`src/rtl/instruction_fetch_pkg.sv`:
```
// rtl/instruction_fetch_pkg.sv - shared opcodes, fetch state encoding and widths for the fetch stage
package instruction_fetch_pkg;

    localparam int INSTR_W = 32;
    localparam int unsigned PC_INC = 4;

    localparam logic [4:0] OP_CALL = 5'b10000;
    localparam logic [4:0] OP_B    = 5'b10001;
    localparam logic [4:0] OP_BEQ  = 5'b10010;
    localparam logic [4:0] OP_BGT  = 5'b10011;
    localparam logic [4:0] OP_RET  = 5'b10100;
    localparam logic [4:0] OP_HLT  = 5'b11111;

    localparam logic [1:0] ST_IDLE  = 2'd0;
    localparam logic [1:0] ST_FETCH = 2'd1;
    localparam logic [1:0] ST_HOLD  = 2'd2;
    localparam logic [1:0] ST_HALT  = 2'd3;

    // True when the word carries the hlt opcode in its top five bits.
    function automatic logic is_hlt(input logic [INSTR_W-1:0] word);
        return word[INSTR_W-1:INSTR_W-5] == OP_HLT;
    endfunction

endpackage

```
`src/rtl/instruction_fetch.sv`:
```
// rtl/instruction_fetch.sv - fetch stage: PC, imem word reads, valid/ready hand-off to decode (hlt stop under FETCH_HALT_EN)
module instruction_fetch
    import instruction_fetch_pkg::*;
#(
    parameter int                ADDR_W   = 32,
    parameter logic [ADDR_W-1:0] RESET_PC = '0
) (
    input  logic               clk,
    input  logic               rst,
    output logic               imem_req,
    output logic [ADDR_W-1:0]  imem_addr,
    input  logic               imem_ack,
    input  logic [INSTR_W-1:0] imem_rdata,
    output logic [INSTR_W-1:0] instruction,
    output logic [ADDR_W-1:0]  pc,
    output logic               instr_valid,
    input  logic               instr_ready,
    input  logic               redirect_valid,
    input  logic [ADDR_W-1:0]  redirect_pc,
    output logic               halted
);

    logic [1:0]        state;
    logic [ADDR_W-1:0] fetch_pc;
    logic              kill;
    logic [ADDR_W-1:0] fetch_next;
    logic [ADDR_W-1:0] redirect_aligned;

    // Sequential address wraps naturally at 2^ADDR_W.
    assign fetch_next       = fetch_pc + ADDR_W'(PC_INC);
    assign redirect_aligned = {redirect_pc[ADDR_W-1:2], 2'b00};

`ifndef FETCH_HALT_EN
    assign halted = 1'b0;
`endif

    // Fetch FSM and datapath; imem_addr only moves when no request is outstanding.
    always_ff @(posedge clk or negedge rst) begin
        if (!rst) begin
            state       <= ST_IDLE;
            fetch_pc    <= RESET_PC;
            kill        <= 1'b0;
            instruction <= '0;
            pc          <= RESET_PC;
            instr_valid <= 1'b0;
            imem_req    <= 1'b0;
            imem_addr   <= RESET_PC;
`ifdef FETCH_HALT_EN
            halted      <= 1'b0;
`endif
        end else begin
            case (state)
                ST_IDLE: begin
                    state    <= ST_FETCH;
                    imem_req <= 1'b1;
                    if (redirect_valid) begin
                        fetch_pc  <= redirect_aligned;
                        imem_addr <= redirect_aligned;
                    end else begin
                        imem_addr <= fetch_pc;
                    end
                end

                ST_FETCH: begin
                    if (imem_ack) begin
                        if (redirect_valid) begin
                            // Response belongs to the stale stream; reissue at the target.
                            fetch_pc  <= redirect_aligned;
                            imem_addr <= redirect_aligned;
                            kill      <= 1'b0;
                        end else if (kill) begin
                            // Drain of the request that was outstanding at redirect time.
                            kill      <= 1'b0;
                            imem_addr <= fetch_pc;
                        end else begin
                            instruction <= imem_rdata;
                            pc          <= fetch_pc;
                            fetch_pc    <= fetch_next;
                            imem_addr   <= fetch_next;
                            instr_valid <= 1'b1;
                            imem_req    <= 1'b0;
                            state       <= ST_HOLD;
                        end
                    end else if (redirect_valid) begin
                        // Request stays up at its old address; its data is dropped on ack.
                        fetch_pc <= redirect_aligned;
                        kill     <= 1'b1;
                    end
                end

                ST_HOLD: begin
                    if (redirect_valid) begin
                        fetch_pc    <= redirect_aligned;
                        imem_addr   <= redirect_aligned;
                        imem_req    <= 1'b1;
                        instr_valid <= 1'b0;
                        state       <= ST_FETCH;
                    end else if (instr_ready) begin
                        instr_valid <= 1'b0;
`ifdef FETCH_HALT_EN
                        if (is_hlt(instruction)) begin
                            halted <= 1'b1;
                            state  <= ST_HALT;
                        end else begin
                            imem_req  <= 1'b1;
                            imem_addr <= fetch_pc;
                            state     <= ST_FETCH;
                        end
`else
                        imem_req  <= 1'b1;
                        imem_addr <= fetch_pc;
                        state     <= ST_FETCH;
`endif
                    end
                end

`ifdef FETCH_HALT_EN
                ST_HALT: begin
                    if (redirect_valid) begin
                        halted    <= 1'b0;
                        fetch_pc  <= redirect_aligned;
                        imem_addr <= redirect_aligned;
                        imem_req  <= 1'b1;
                        state     <= ST_FETCH;
                    end
                end
`endif

                default: begin
                    imem_req    <= 1'b0;
                    instr_valid <= 1'b0;
                    kill        <= 1'b0;
                    state       <= ST_IDLE;
                end
            endcase
        end
    end

endmodule

```
`config.mk`:
```
export PLATFORM = sky130hd
export DESIGN_NAME = instruction_fetch
export DESIGN_NICKNAME = d
export VERILOG_FILES = /design/src/rtl/instruction_fetch_pkg.sv /design/src/rtl/instruction_fetch.sv
export SDC_FILE = /design/constraint.sdc
export NUM_CORES = 1
export LEC_CHECK = 0
export CORE_ASPECT_RATIO = 0.5
export CORE_MARGIN = 4
export CORE_UTILIZATION = 30
export CTS_BUF_LIST = sky130_fd_sc_hd__clkbuf_16
export DETAILED_ROUTE_END_ITERATION = 12
export GPL_TIMING_DRIVEN = 0
export PLACE_DENSITY_LB_ADDON = 0.2
export SLEW_MARGIN = 5
export SYNTH_ARGS = -nofsm -noshare
export SYNTH_HDL_FRONTEND = slang
export SYNTH_SLANG_ARGS = --single-unit
```
`constraint.sdc`:
```
create_clock -name clk -period 2.6 [get_ports clk]
set_clock_uncertainty 0.05 [all_clocks]
set_input_delay 0.65 -clock clk [delete_from_list [all_inputs] [get_ports clk]]
set_output_delay 0.65 -clock clk [all_outputs]
set_load 0.02 [all_outputs]
```
Word level (Yosys, flattened, before mapping)
Cells that the tools add are included.
W data, S select, Z words.
{ "word_totals": {"in_bits": 69, "ff_bits": 133, "wordCells": 59} }
{ "classes": {"mux": 30, "reduce_logical": 9, "bitwise_logic": 4, "addsub": 1, "n_eq_ne": 7} }
{ "op_table": {"columns": ["op", "count"], "rows": [
  ["$mux W32", 7],
  ["$pmux W32 S3", 1],
  ["$pmux W32 S2", 1],
  ["$add A32 B3 Y32 const B", 1],
  ["$mux W1", 12],
  ["$mux W2", 5],
  ["$reduce_and A4 Y1", 2],
  ["$ne A2 B2 Y1 const B", 3],
  ["$ne A3 B3 Y1 const B", 2],
  ["$pmux W1 S3", 2],
  ["$pmux W2 S3", 1],
  ["$reduce_and A5 Y1", 1],
  ["$not A1 Y1", 4],
  ["$reduce_and A3 Y1", 1],
  ["$reduce_bool A3 Y1", 1],
  ["$eq A2 B1 Y1 const B", 1],
  ["$eq A2 B2 Y1 const B", 1],
  ["$logic_not A2 Y1", 1],
  ["$pmux W1 S2", 1],
  ["$reduce_and A2 Y1", 1],
  ["$reduce_bool A2 Y1", 1],
  ["$reduce_or A2 Y1", 1]
]} }

Longest topological paths before layout
Gate-level depths: netlist (run 1).
{ "depth": {"ltp_word": 5, "ltp_mapped": 8} }

Least setup slack after synthesis (run 1)
OpenSTA, ideal clock, no wires.
{ "synth_path": {"kind": "input to register", "startpoint": "input port imem_ack", "endpoint": "register pc[22]", "cell_stages": 7, "slack_ns": 0.471, "arrival_ns": 1.954, "required_ns": 2.425, "setup_ns": 0.125, "path_cell_list": "buf_2 > and3b_1 > clkbuf_1 > nand2_1 > buf_2 > buf_2 > mux2_2"} }
{ "synth_between": {"elab_chain_cells": 1} }
{ "synth_lines": {"columns": ["item", "line", "source"], "rows": [
  ["start: declaration", "instruction_fetch.sv:12", "input logic imem_ack,"],
  ["$reduce_and A4 Y1 (no source line)", null, null],
  ["end signal: assignment", "instruction_fetch.sv:77", "pc <= fetch_pc;"],
  ["end: declaration", "instruction_fetch.sv:15", "output logic [ADDR_W-1:0] pc,"]
]} }
Every way passes these cells.
A chain may end at the register's enable or synchronous reset.

Worst setup path in the final report (run 1)
{ "layout_path": {"startpoint": "register state[1]", "endpoint": "register fetch_pc[23]"} }
{ "layout_between": {"elab_chain_cells": 3, "elab_cells_between_ends": 6, "cone_classes": "2 x eq/ne; 1 x mux; 3 x reduce/logical"} }
{ "layout_lines": {"columns": ["item", "line", "source"], "rows": [
  ["start: declaration", "instruction_fetch.sv:23", "logic [1:0] state;"],
  ["start signal: assignment", "instruction_fetch.sv:40", "state <= ST_IDLE;"],
  ["start signal: assignment", "instruction_fetch.sv:54", "state <= ST_FETCH;"],
  ["start signal: assignment", "instruction_fetch.sv:82", "state <= ST_HOLD;"],
  ["$eq A2 B2 Y1 / $logic_not A2 Y1 (equally long branches)", "instruction_fetch.sv:52", "case (state)"],
  ["$reduce_or A2 Y1 (no source line)", null, null],
  ["$pmux W32 S2 / $reduce_bool A2 Y1 (equally long branches)", null, null],
  ["end signal: assignment", "instruction_fetch.sv:57", "fetch_pc <= redirect_aligned;"],
  ["end signal: assignment", "instruction_fetch.sv:68", "fetch_pc <= redirect_aligned;"],
  ["end signal: assignment", "instruction_fetch.sv:78", "fetch_pc <= fetch_next;"],
  ["end: declaration", "instruction_fetch.sv:24", "logic [ADDR_W-1:0] fetch_pc;"]
]} }
Parallel ways exist; a longest one is shown, timed or not.

==> summary.md, run 1 <==
| Metric | Value |
|---|---|
| Final setup vio count | `0` |
| Vias in the first global route | `6820` |
| Pre-Repair DR Iteration Count | `5` |
| Multi-input logic area | `3581 sq um` |
| Final instance area | `9843 sq um` |
| Core Rows | `39` |
| Die width | `227.3 um` |
| First-pass GRT wire length | `41.88 mm` |
| Post-route ant nets | `0` |
| CTS max path bufs | `2` |
| Worst hold path type | `in -> async` |
| Via count | `6600` |
| Crit path time final | `2563 ps` |
| CTS buffer count | `17` |
| Initial DRC Count | `772` |
| Slew at the pin closest to its max-slew limit | `889.6 ps` |
| Placed insts | `1194` |
| Req. time, crit path | `2820 ps` |
| WL/cell | `22.23 um` |
| Static leakage | `0.004020 uW` |
| EDFF count, synth | `0` |
| Cell count along the critical path | `4` |
| Slew headroom | `0.4058` |
| Share of the synthesized area in the top cell type | `0.4614` |
| Remaining global-route overflow | `0` |
| Status | `finished, final reports clean` |
| Final Cycle Share | `0.9858` |
| CTS Root Cell | `clkbuf_16` |
| Slew Viols, Final | `0` |
| YS warnings | `0` |
| Placed Instance Area | `9273 sq um` |
| Crit-path slowest cell | `clkbuf_1` |
| Reg area | `3328 sq um` |
| # fillers | `2305` |
| PortBufs | `164` |
| CP Buf/Inv Count | `2` |
| DR vias/cell | `5.392` |
| CP arrival | `2790 ps` |
| Crit start category | `register` |
| Final wirelength | `27.21 mm` |
| Worst slack, placed | `-961.3 ps` |
| Syn Inst Count | `722` |
| Flops & latches, synth | `133` |
| Die Y | `117.6 um` |
| Crit Path Max Fanout | `10` |
| Initial core utilization | `0.3105` |
| Power per standard cell area | `1118 nW/um^2` |
| CP top delay family | `buffers and inverters` |
| NumNets Final | `975` |
| Syn avg cell area | `9.991 sq um` |
| CP Class | `reg -> reg` |
| Core area | `23230 sq um` |
| Synth cell types | `68` |
| CP cell instances | `clkbuf_1, clkbuf_1, nor2_1, nor4_1` |
| Largest net degree at the start of global routing | `85` |
| TritonCTS Sinks | `133` |
| Fin cells | `1224` |
| Synth area leader | `dfrtp_1` |
| CTS tree | `done` |
| Hold Violations, Final | `0` |
| Cells on worst reg2reg path | `4` |
| Cell repeated most along the worst path | `clkbuf_1` |
| Area delta synth->final | `36.46%` |
| Synth Cell Area | `7213 sq um` |
| Gpl congestion | `0.9287` |
| Asr flop ratio synth | `1.000` |
| Synthesized netlist net count | `792` |
| Final worst slack | `36.97 ps` |
| N_diodes | `0` |
| Clk pin slew, worst setup/hold paths | `60 ps` |
| CTS H-tree lvls | `4` |
| Dpl hpwl | `19.05 mm` |
| DRC | `0` |
| CP peak stage delay | `700 ps` |
| Layout cell share with drive strength beyond 1 | `0.1701` |
| Total GRT Usage | `0.2047` |
| Antenna violations before repair | `0` |
| Setup Buffers After CTS | `0` |
| Max VDD drop | `540.6 uV` |
| # IOs | `168` |
| Synth area leaders | `dfrtp_1 (46%), mux2_2 (9.1%), nand2_1 (3.7%)` |
| Fraction of the yosys area taken by sequential cells | `0.4614` |
| RSZ-0062 raised after global routing | `no` |
| Synth Flop Type | `dfrtp_1` |
| Clock latency on the worst-skew pair | `430 ps` |
| Total of max-cap violations | `0` |
| CP Capture Type | `register` |
| Die ar. | `26740 sq um` |
| Max Clk Rate | `390.2 MHz` |
-- layout make-up --
cell class,instances,area share
Tap cell,307,0.03902
Multi-Input combinational cell,517,0.3638
Timing Repair Buffer,165,0.1697
Buffer,66,0.03432
Clock buffer,17,0.04322
Clock inverter,14,0.009915
Inverter,5,0.001907
Sequential cell,133,0.3381
-- cell usage after synthesis, types with 3 or more instances --
cell type and number:
nor2b_1 4, o211ai_1 5, nor4_1 7, a21oi_1 37, a221o_1 3, inv_1 4, and2_1 7, mux2i_1 16
nand3_1 21, o22ai_1 12, o21ai_1 10, a22oi_1 3, a221oi_1 5, nor2_1 49, dfrtp_1 133, mux2_2 58
o21ai_0 40, nand2_1 71, or3_1 3, clkbuf_1 25, a21boi_0 4, nand4_1 15, nor3_1 13, o221ai_1 12
a211oi_1 9, nor4_4 3, xor2_1 28, o31ai_1 3, buf_1 10, a31oi_1 7, nand2b_1 13, xnor2_1 8
buf_4 5, mux2_1 9, a21o_1 3, buf_2 26
-- per-stage QoR --
| step | total power (uW) | utilization | setup TNS (ps) | hold WS (ps) |
|---|---|---|---|---|
| 6_report | 11000 | 0.4238 | 0 | 119.3 |
| 5_1_grt | 11640 | 0.4238 | 0 | 145.2 |
| 4_1_cts | 11080 | 0.4232 | 0 | 124.8 |
| 3_5_place_dp | 8799 | 0.3992 | -71390 | 423.4 |
| 3_3_place_gp | 8734 | 0.3978 | -728420 | 407.3 |
| 2_1_floorplan | 6327 | - | 0 | 304.4 |
-- worst register-to-register path, delay by kind of cell (launching register included) --
kind,cells,cell delay [ps]
AND/OR/NAND/NOR,2,590
flip-flops,1,520
buffers and inverters,2,1240
-- layout by cell type (no fill, tap or decap), types with 5 or more instances in the layout --
| cell | count |
|---|---|
| a211oi_1 | 8 |
| a21oi_1 | 37 |
| a221oi_1 | 5 |
| a31oi_1 | 7 |
| and2_1 | 7 |
| buf_2 | 26 |
| buf_4 | 6 |
| clkbuf_1 | 19 |
| clkbuf_16 | 17 |
| clkbuf_2 | 7 |
| clkdlybuf4s50_1 | 163 |
| clkinv_2 | 6 |
| dfrtp_1 | 133 |
| inv_1 | 6 |
| mux2_1 | 9 |
| mux2_2 | 58 |
| mux2i_1 | 16 |
| nand2_1 | 69 |
| nand2b_1 | 13 |
| nand3_1 | 21 |
| nand4_1 | 15 |
| nor2_1 | 45 |
| nor3_1 | 13 |
| nor4_1 | 7 |
| o211ai_1 | 5 |
| o21ai_0 | 40 |
| o21ai_1 | 9 |
| o221ai_1 | 12 |
| o22ai_1 | 12 |
| xnor2_1 | 8 |
| xor2_1 | 28 |
-- path summary, 6_finish.rpt --
check	from	to	slack, ps
worst max-delay path	state[1]$_DFFE_PN0P_	fetch_pc[23]$_DFFE_PN0P_	40
worst min-delay path	rst	instruction[5]$_DFFE_PN0P_	120
worst max register to register	state[1]$_DFFE_PN0P_	fetch_pc[23]$_DFFE_PN0P_	40
worst min register to register	imem_addr[0]$_DFFE_PN0P_	imem_addr[0]$_DFFE_PN0P_	430
max in group asynchronous	rst	fetch_pc[11]$_DFFE_PN0P_	1560
min in group clk	imem_addr[0]$_DFFE_PN0P_	imem_addr[0]$_DFFE_PN0P_	430
-- cells by family after synthesis --
kind of cell	after synthesis	share of synthesized area
fa+ha+maj	1	0.001734
mux	83	0.1268
other cells	1	0.0005199
compound gates	168	0.1490
buf+inv	72	0.04562
simple gates	228	0.1712
flops	133	0.4614
xor+xnor	36	0.04371
-- registers in the layout, indices dropped and copies added (netlist names) --
register / cells
instr_valid: 1
instruction: 32
fetch_pc: 32
imem_addr: 32
pc: 32
state: 2
kill: 1
imem_req: 1
-- layer usage --
layer  track usage  vias to the layer above  part of all wire  wire, um
met5             0                        -                 0         0
met4       0.05778                        0             0.018       480
met3       0.05532                       35             0.081      2199
met2        0.3162                      294              0.46     12470
met1        0.2827                     3304              0.44     12060
li1              -                     2967                 -         -
-- power by group --
| group | switching [uW] | total (uW) | internal, uW |
|---|---|---|---|
| clock | 936 | 2220 | 1280 |
| combinational | 2990 | 5350 | 2360 |
| sequential | 494 | 3440 | 2940 |
-- repair_timing --
item                                    in CTS  in global routing
pin swaps                                    0                  1
resized for setup                           20                 12
endpoints found under the setup margin      75                 35
hold buffers                                 0                  0
Power figures use the tool's default switching activity.
==> run 2, diff against run 1 <==
--- a/config.mk
+++ b/config.mk
@@ -7,7 +7,7 @@
 export LEC_CHECK = 0
 export CORE_ASPECT_RATIO = 0.5
 export CORE_MARGIN = 4
-export CORE_UTILIZATION = 30
+export CORE_UTILIZATION = 46
 export CTS_BUF_LIST = sky130_fd_sc_hd__clkbuf_16
 export DETAILED_ROUTE_END_ITERATION = 12
 export GPL_TIMING_DRIVEN = 0
==> summary.md, run 2 (synthesized netlist as in run 1, its figures left out) <==
| Metric | Value |
|---|---|
| Via count | `6816 (+3.3%)` |
| Sw Share | `0.3811 (-0.02034)` |
| NetSw | `4427 uW (+0.23%)` |
| Total of max-cap violations | `0 (unchanged)` |
| Cells on worst reg2reg path | `6 (+2)` |
| Max VDD drop | `514.5 uV (-4.8%)` |
| WL/cell | `22.16 um (-0.31%)` |
| TritonCTS Sinks | `133 (unchanged)` |
| Gpl congestion | `0.9586 (+3.2%)` |
| Initial DRC Count | `793 (+2.7%)` |
| Reg2reg setup slack | `110 ps (+70 ps)` |
| Multi-input logic area | `3573 sq um (-0.21%)` |
| Setup crit end | `fetch_pc[17]$_DFFE_PN0P_` |
| Die width | `185.1 um (-19%)` |
| RSZ-0062 raised after global routing | `no` |
| Most common cell after layout, fill and taps aside | `clkdlybuf4s50_1` |
| Crit-path slowest cell | `clkdlybuf4s50_1` |
| Max Clk Rate | `379.3 MHz (-2.8%)` |
| Initial core utilization | `0.4692 (+0.1586)` |
| Final wirelength | `24.87 mm (-8.6%)` |
| Fin cells | `1122 (-8.3%)` |
| Power per standard cell area | `1177 nW/um^2 (+5.3%)` |
| N_diodes | `0 (unchanged)` |
| CTS Root Cell | `clkbuf_16` |
| Worst hold path type | `in -> async` |
| Crit path from | `redirect_valid` |
| Slew Viols, Final | `0 (unchanged)` |
| Clk pin slew, worst setup/hold paths | `60 ps (about the same)` |
| # fillers | `1279 (-45%)` |
| Crit path time final | `2636 ps (+73.10 ps)` |
| Hold Violations, Final | `0 (unchanged)` |
| Clk network pwr share | `0.246 (+0.045)` |
| Reg area | `3328 sq um (unchanged)` |
| NumNets Final | `977 (+0.21%)` |
| Int Power | `7189 uW (+9.2%)` |
| DR vias/cell | `6.075 (+13%)` |
| CTS max path bufs | `2 (unchanged)` |
| Final worst slack | `-36.13 ps (-73.10 ps)` |
| FF-to-FF End | `fetch_pc[18]$_DFFE_PN0P_` |
| CP Class | `in -> reg` |
| Post-route ant nets | `0 (unchanged)` |
| First-pass GRT wire length | `38.03 mm (-9.2%)` |
| Placed insts | `1091 (-8.6%)` |
| Core Rows | `32 (-18%)` |
| CTS buffer count | `17 (unchanged)` |
| PortBufs | `164 (unchanged)` |
| CTS tree | `done` |
| Total GRT Usage | `0.2817 (+0.07698)` |
| Largest net degree at the start of global routing | `77 (-9.4%)` |
| Commonest cells after routing, fill and taps aside | `clkdlybuf4s50_1 (163), dfrtp_1 (133), nand2_1 (70)` |
| Crit Path Max Fanout | `10 (unchanged)` |
| Final Cycle Share | `1.014 (+0.02811)` |
| Die ar. | `17870 sq um (-33%)` |
| Core area | `15370 sq um (-34%)` |
| DRC | `1 (+1)` |
| Failing checks | `design-rule violations, negative setup slack` |
| CP arrival | `2920 ps (+130 ps)` |
| CP cell instances | `clkdlybuf4s50_1, clkinv_1, clkbuf_1, nor2_1, a221oi_1, o21ai_1` |
| RR Startpoint | `state[1]$_DFFE_PN0P_` |
| Remaining global-route overflow | `0 (unchanged)` |
| CTS H-tree lvls | `4 (unchanged)` |
| Req. time, crit path | `2890 ps (+70 ps)` |
| Comb power frac | `0.459 (-0.027)` |
| Die Y | `96.55 um (-18%)` |
| Final setup vio count | `1 (+1)` |
| Static leakage | `0.004094 uW (+1.8%)` |
| Slew headroom | `0.3808 (-0.02503)` |
| Clock latency on the worst-skew pair | `420 ps (about the same)` |
| Vias in the first global route | `6722 (-1.4%)` |
| Status | `finished, violations left` |
| Layout cell share with drive strength beyond 1 | `0.1710 (+0.0009040)` |
| Crit start category | `input port` |
| CP Capture Type | `register` |
| Antenna violations before repair | `1 (+1)` |
| Dpl hpwl | `17.24 mm (-9.5%)` |
| Pre-Repair DR Iteration Count | `9 (+4)` |
| Reg power frac | `0.294 (-0.018)` |
| Area delta synth->final | `36.83%` |
| Core Util, Final | `0.6419 (+0.2182)` |
| CP peak stage delay | `610 ps (-90 ps)` |
| # IOs | `168 (unchanged)` |
| Slew at the pin closest to its max-slew limit | `927.1 ps (+37.48 ps)` |
-- run 2: cell count changes in the layout (fill, tap and decap cells not counted), sizes merged --
cell	previous run	this run
buf	38	41
clkinv	9	6
inv	6	4
clkinvlp	3	1
clkdlybuf4s15	1	0
bufinv	1	7
-- run 2: timing repair --
| action | in CTS | in global routing |
|---|---|---|
| endpoints found under the hold margin | 0 | 0 |
| hold buffers | 0 | 0 |
| pin swaps | 0 | 1 |
| setup endpoints to repair | 63 | 51 |
| resized for setup | 6 | 17 |
| buffers inserted | 0 | 2 |
-- run 2: how the worst min path moves through the flow --
stage	from	to	slack, ps	depth (start not counted)
2_1_floorplan	rst	fetch_pc[0]$_DFFE_PN0P_	300	0
3_3_place_gp	imem_addr[0]$_DFFE_PN0P_	imem_addr[0]$_DFFE_PN0P_	400	2
3_5_place_dp	imem_addr[1]$_DFFE_PN0P_	imem_addr[1]$_DFFE_PN0P_	420	2
4_1_cts	rst	imem_addr[10]$_DFFE_PN0P_	250	1
5_1_grt	rst	pc[12]$_DFFE_PN0P_	280	1
6_report	rst	pc[10]$_DFFE_PN0P_	210	1
-- run 2: per-stage QoR --
step / cell area (sq um) / setup WS, ps / TNS [ps] / total power [uW] / hold WS [ps]
finish: 9869 / -36.13 / -36.13 / 11620 / 214.1
global route: 9869 / 6.128 / 0 / 12200 / 284.9
floorplan: 7213 / 470.9 / 0 / 6327 / 304.4
detailed placement: 9144 / -674.2 / -55370 / 8716 / 421.9
global placement: 9110 / -4664 / -674610 / 8605 / 405.0
CTS: 9829 / 7.561 / 0 / 11610 / 254.0
-- run 2: critical path: cells and delay by family --
kind / cells / cell delay [ps]
and+or+nand+nor: 1 / 590
buffers and inverters: 3 / 1310
AOI/OAI and AO/OA: 2 / 360
-- run 2: cell type report --
cell class              count  area share
flip-flops and latches    133      0.3372
plain buffers              66     0.03309
clock inverters            13     0.02599
repair buffers            167      0.1708
inverters                   5    0.001902
clock buffers              17     0.04310
multi-input cells         517      0.3621
well taps                 204     0.02586
-- run 2: per-layer routing --
layer,vias to the layer above,routed length (um),GRT usage
li1,2981,-,-
met1,3346,10490,0.3830
met2,438,10650,0.4152
met3,49,3222,0.1066
met4,2,490,0.09768
met5,-,13,0
-- run 2: power by group through the flow --
stage,clock network (uW),registers [uW],logic [uW]
after floorplan,0,4260,2070
after global placement,0,3420,5190
after detailed placement,0,3450,5260
after CTS,2890,3430,5300
after global routing,2990,3540,5680
final,2860,3420,5340
==> run 3, diff against run 2 <==
--- a/config.mk
+++ b/config.mk
@@ -5,6 +5,7 @@
 export SDC_FILE = /design/constraint.sdc
 export NUM_CORES = 1
 export LEC_CHECK = 0
+export ABC_CLOCK_PERIOD_IN_PS = 2600
 export CORE_ASPECT_RATIO = 0.5
 export CORE_MARGIN = 4
 export CORE_UTILIZATION = 46
@@ -12,6 +13,7 @@
 export DETAILED_ROUTE_END_ITERATION = 12
 export GPL_TIMING_DRIVEN = 0
 export PLACE_DENSITY_LB_ADDON = 0.2
+export SETUP_SLACK_MARGIN = 0.5
 export SLEW_MARGIN = 5
 export SYNTH_ARGS = -nofsm -noshare
 export SYNTH_HDL_FRONTEND = slang
==> summary.md, run 3 (synthesized netlist as in run 1, its figures left out) <==
| Metric | Value |
|---|---|
| Area delta synth->final | `44.67%` |
| Gpl congestion | `0.9586 (unchanged)` |
| PortBufs | `164 (unchanged)` |
| # fillers | `1194 (-6.6%)` |
| Most common cell after layout, fill and taps aside | `dfrtp_1` |
| Hold buffer count at cts | `0 (unchanged)` |
| NumNets Final | `1003 (+2.7%)` |
| Vias in the first global route | `6805 (+1.2%)` |
| Static leakage | `0.004955 uW (+21%)` |
| RSZ-0062 raised after global routing | `yes` |
| DR vias/cell | `6.106 (+0.52%)` |
| Slew at the pin closest to its max-slew limit | `934.9 ps (+7.739 ps)` |
| Crit Path Max Fanout | `8 (-2)` |
| Antenna violations before repair | `0 (-1)` |
| CTS tree | `done` |
| Cells on worst reg2reg path | `7 (+1)` |
| Worst slack, placed | `-674.2 ps (unchanged)` |
| Crit path time final | `2137 ps (-498.7 ps)` |
| CTS buffer count | `17 (unchanged)` |
| Hold Violations, Final | `0 (unchanged)` |
| First-pass GRT wire length | `38.47 mm (+1.1%)` |
| Placed Instance Area | `9144 sq um (unchanged)` |
| TritonCTS Sinks | `133 (unchanged)` |
| Post-route ant nets | `0 (unchanged)` |
| WL/cell | `22.28 um (+0.52%)` |
| Remaining global-route overflow | `0 (unchanged)` |
| Pre-Repair DR Iteration Count | `5 (-4)` |
| # IOs | `168 (unchanged)` |
| Overall power | `11680 uW (+0.54%)` |
| Total of max-cap violations | `0 (unchanged)` |
| CTS max path bufs | `2 (unchanged)` |
| Initial DRC Count | `854 (+7.7%)` |
| Comb power frac | `0.462 (+0.003)` |
| Final worst slack | `462.5 ps (+498.7 ps)` |
| Largest net degree at the start of global routing | `77 (unchanged)` |
| Slew headroom | `0.3756 (-0.005169)` |
| Crit start category | `input port` |
| Clk network pwr share | `0.246 (about the same)` |
| Reg power frac | `0.292 (-0.002)` |
| Clk pin slew, worst setup/hold paths | `60 ps (about the same)` |
| Initial core utilization | `0.4692 (unchanged)` |
| Final setup vio count | `0 (-1)` |
| NetSw | `4516 uW (+2.0%)` |
| Total GRT Usage | `0.2853 (+0.003610)` |
| N_diodes | `0 (unchanged)` |
| Worst hold path type | `in -> async` |
| Max Clk Rate | `467.8 MHz (+23%)` |
| Req. time, crit path | `2910 ps (+20 ps)` |
| Die ar. | `17870 sq um (unchanged)` |
| CP arrival | `2450 ps (-470 ps)` |
| Final wirelength | `25.58 mm (+2.9%)` |
| Multi-input logic area | `3670 sq um (+2.7%)` |
| Commonest cells after routing, fill and taps aside | `dfrtp_1 (131), clkdlybuf4s50_1 (81), nand2_1 (66)` |
| CP Capture Type | `register` |
| Max VDD drop | `516.6 uV (+0.40%)` |
| Die width | `185.1 um (unchanged)` |
| Final Cycle Share | `0.8221 (-0.1918)` |
| Core area | `15370 sq um (unchanged)` |
| Clock latency on the worst-skew pair | `420 ps (about the same)` |
| Core Rows | `32 (unchanged)` |
| Layout cell share with drive strength beyond 1 | `0.2225 (+0.05143)` |
| Slew Viols, Final | `0 (unchanged)` |
| Reg area | `3331 sq um (about the same)` |
| Dpl hpwl | `17.24 mm (unchanged)` |
| Sw Share | `0.3866 (+0.005557)` |
| CTS Root Cell | `clkbuf_16` |
| Power per standard cell area | `1119 nW/um^2 (-4.9%)` |
| Status | `finished, final reports clean` |
| Die Y | `96.55 um (unchanged)` |
| CP Class | `in -> reg` |
| DRC | `0 (-1)` |
| Int Power | `7163 uW (-0.36%)` |
| Via count | `7010 (+2.8%)` |
| Final instance area | `10440 sq um (+5.7%)` |
| CTS H-tree lvls | `4 (unchanged)` |
==> run 3: repair_timing <==
item | in CTS | in global routing
gates resized for setup | 87 | 101
setup endpoints to repair | 154 | 145
buffers inserted | 10 | 16
cloned | 0 | 1
pin swaps | 3 | 10
==> run 3: path summary, 6_finish.rpt <==
kind | startpoint | endpoint | slack [ps]
setup / recovery | instr_ready | imem_addr[29]$_DFFE_PN0P_ | 460
hold / removal | rst | imem_addr[10]$_DFFE_PN0P_ | 220
setup reg to reg | kill$_DFFE_PN0P_ | imem_addr[22]$_DFFE_PN0P_ | 500
hold reg to reg | imem_addr[1]$_DFFE_PN0P_ | imem_addr[1]$_DFFE_PN0P_ | 420
max in group asynchronous | rst | pc[6]$_DFFE_PN0P_ | 1520
min in group clk | imem_addr[1]$_DFFE_PN0P_ | imem_addr[1]$_DFFE_PN0P_ | 420
==> run 3: metrics by stage <==
stage	util	TNS (ps)	cells	hold slack, ps
3_3_place_gp	0.5925	-674610	1090	405.0
3_5_place_dp	0.5947	-55370	1091	421.9
4_1_cts	0.6523	0	1131	254.0
6_report	0.6787	0	1148	218.3
5_1_grt	0.6787	0	1148	284.9
2_1_floorplan	-	0	722	304.4
==> run 3: area by class of cell <==
class                           count  area share
Sequential cell                   133      0.3192
Clock inverter                     13     0.02458
Inverter                            5    0.001918
Timing Repair Buffer              192      0.1938
Buffer                             67     0.04365
Multi-Input combinational cell    517      0.3517
Clock buffer                       17     0.04077
Tap cell                          204     0.02446
==> run 3: per-layer routing <==
metal | part of all wire | vias up | wire, um | global-route usage
li1 | - | 3043 | - | -
met1 | 0.42 | 3425 | 10710 | 0.3814
met2 | 0.42 | 468 | 10780 | 0.4179
met3 | 0.13 | 74 | 3336 | 0.1189
met4 | 0.029 | 0 | 748 | 0.1032
met5 | 0 | - | 0 | 0
==> run 3: worst max-delay path: stages <==
cell and delay (ps):
clkdlybuf4s50_1 560, nor3b_4 80, a211oi_2 790, nand3_1 150, o211a_1 150, nand2_1 60
==> run 3: power by group through the flow <==
| stage | clock (uW) | sequential (uW) | combinational (uW) |
|---|---|---|---|
| floorplan | 0 | 4260 | 2070 |
| global placement | 0 | 3420 | 5190 |
| detailed placement | 0 | 3450 | 5260 |
| CTS | 2890 | 3420 | 5280 |
| global route | 2990 | 3530 | 5740 |
| finish | 2880 | 3410 | 5390 |
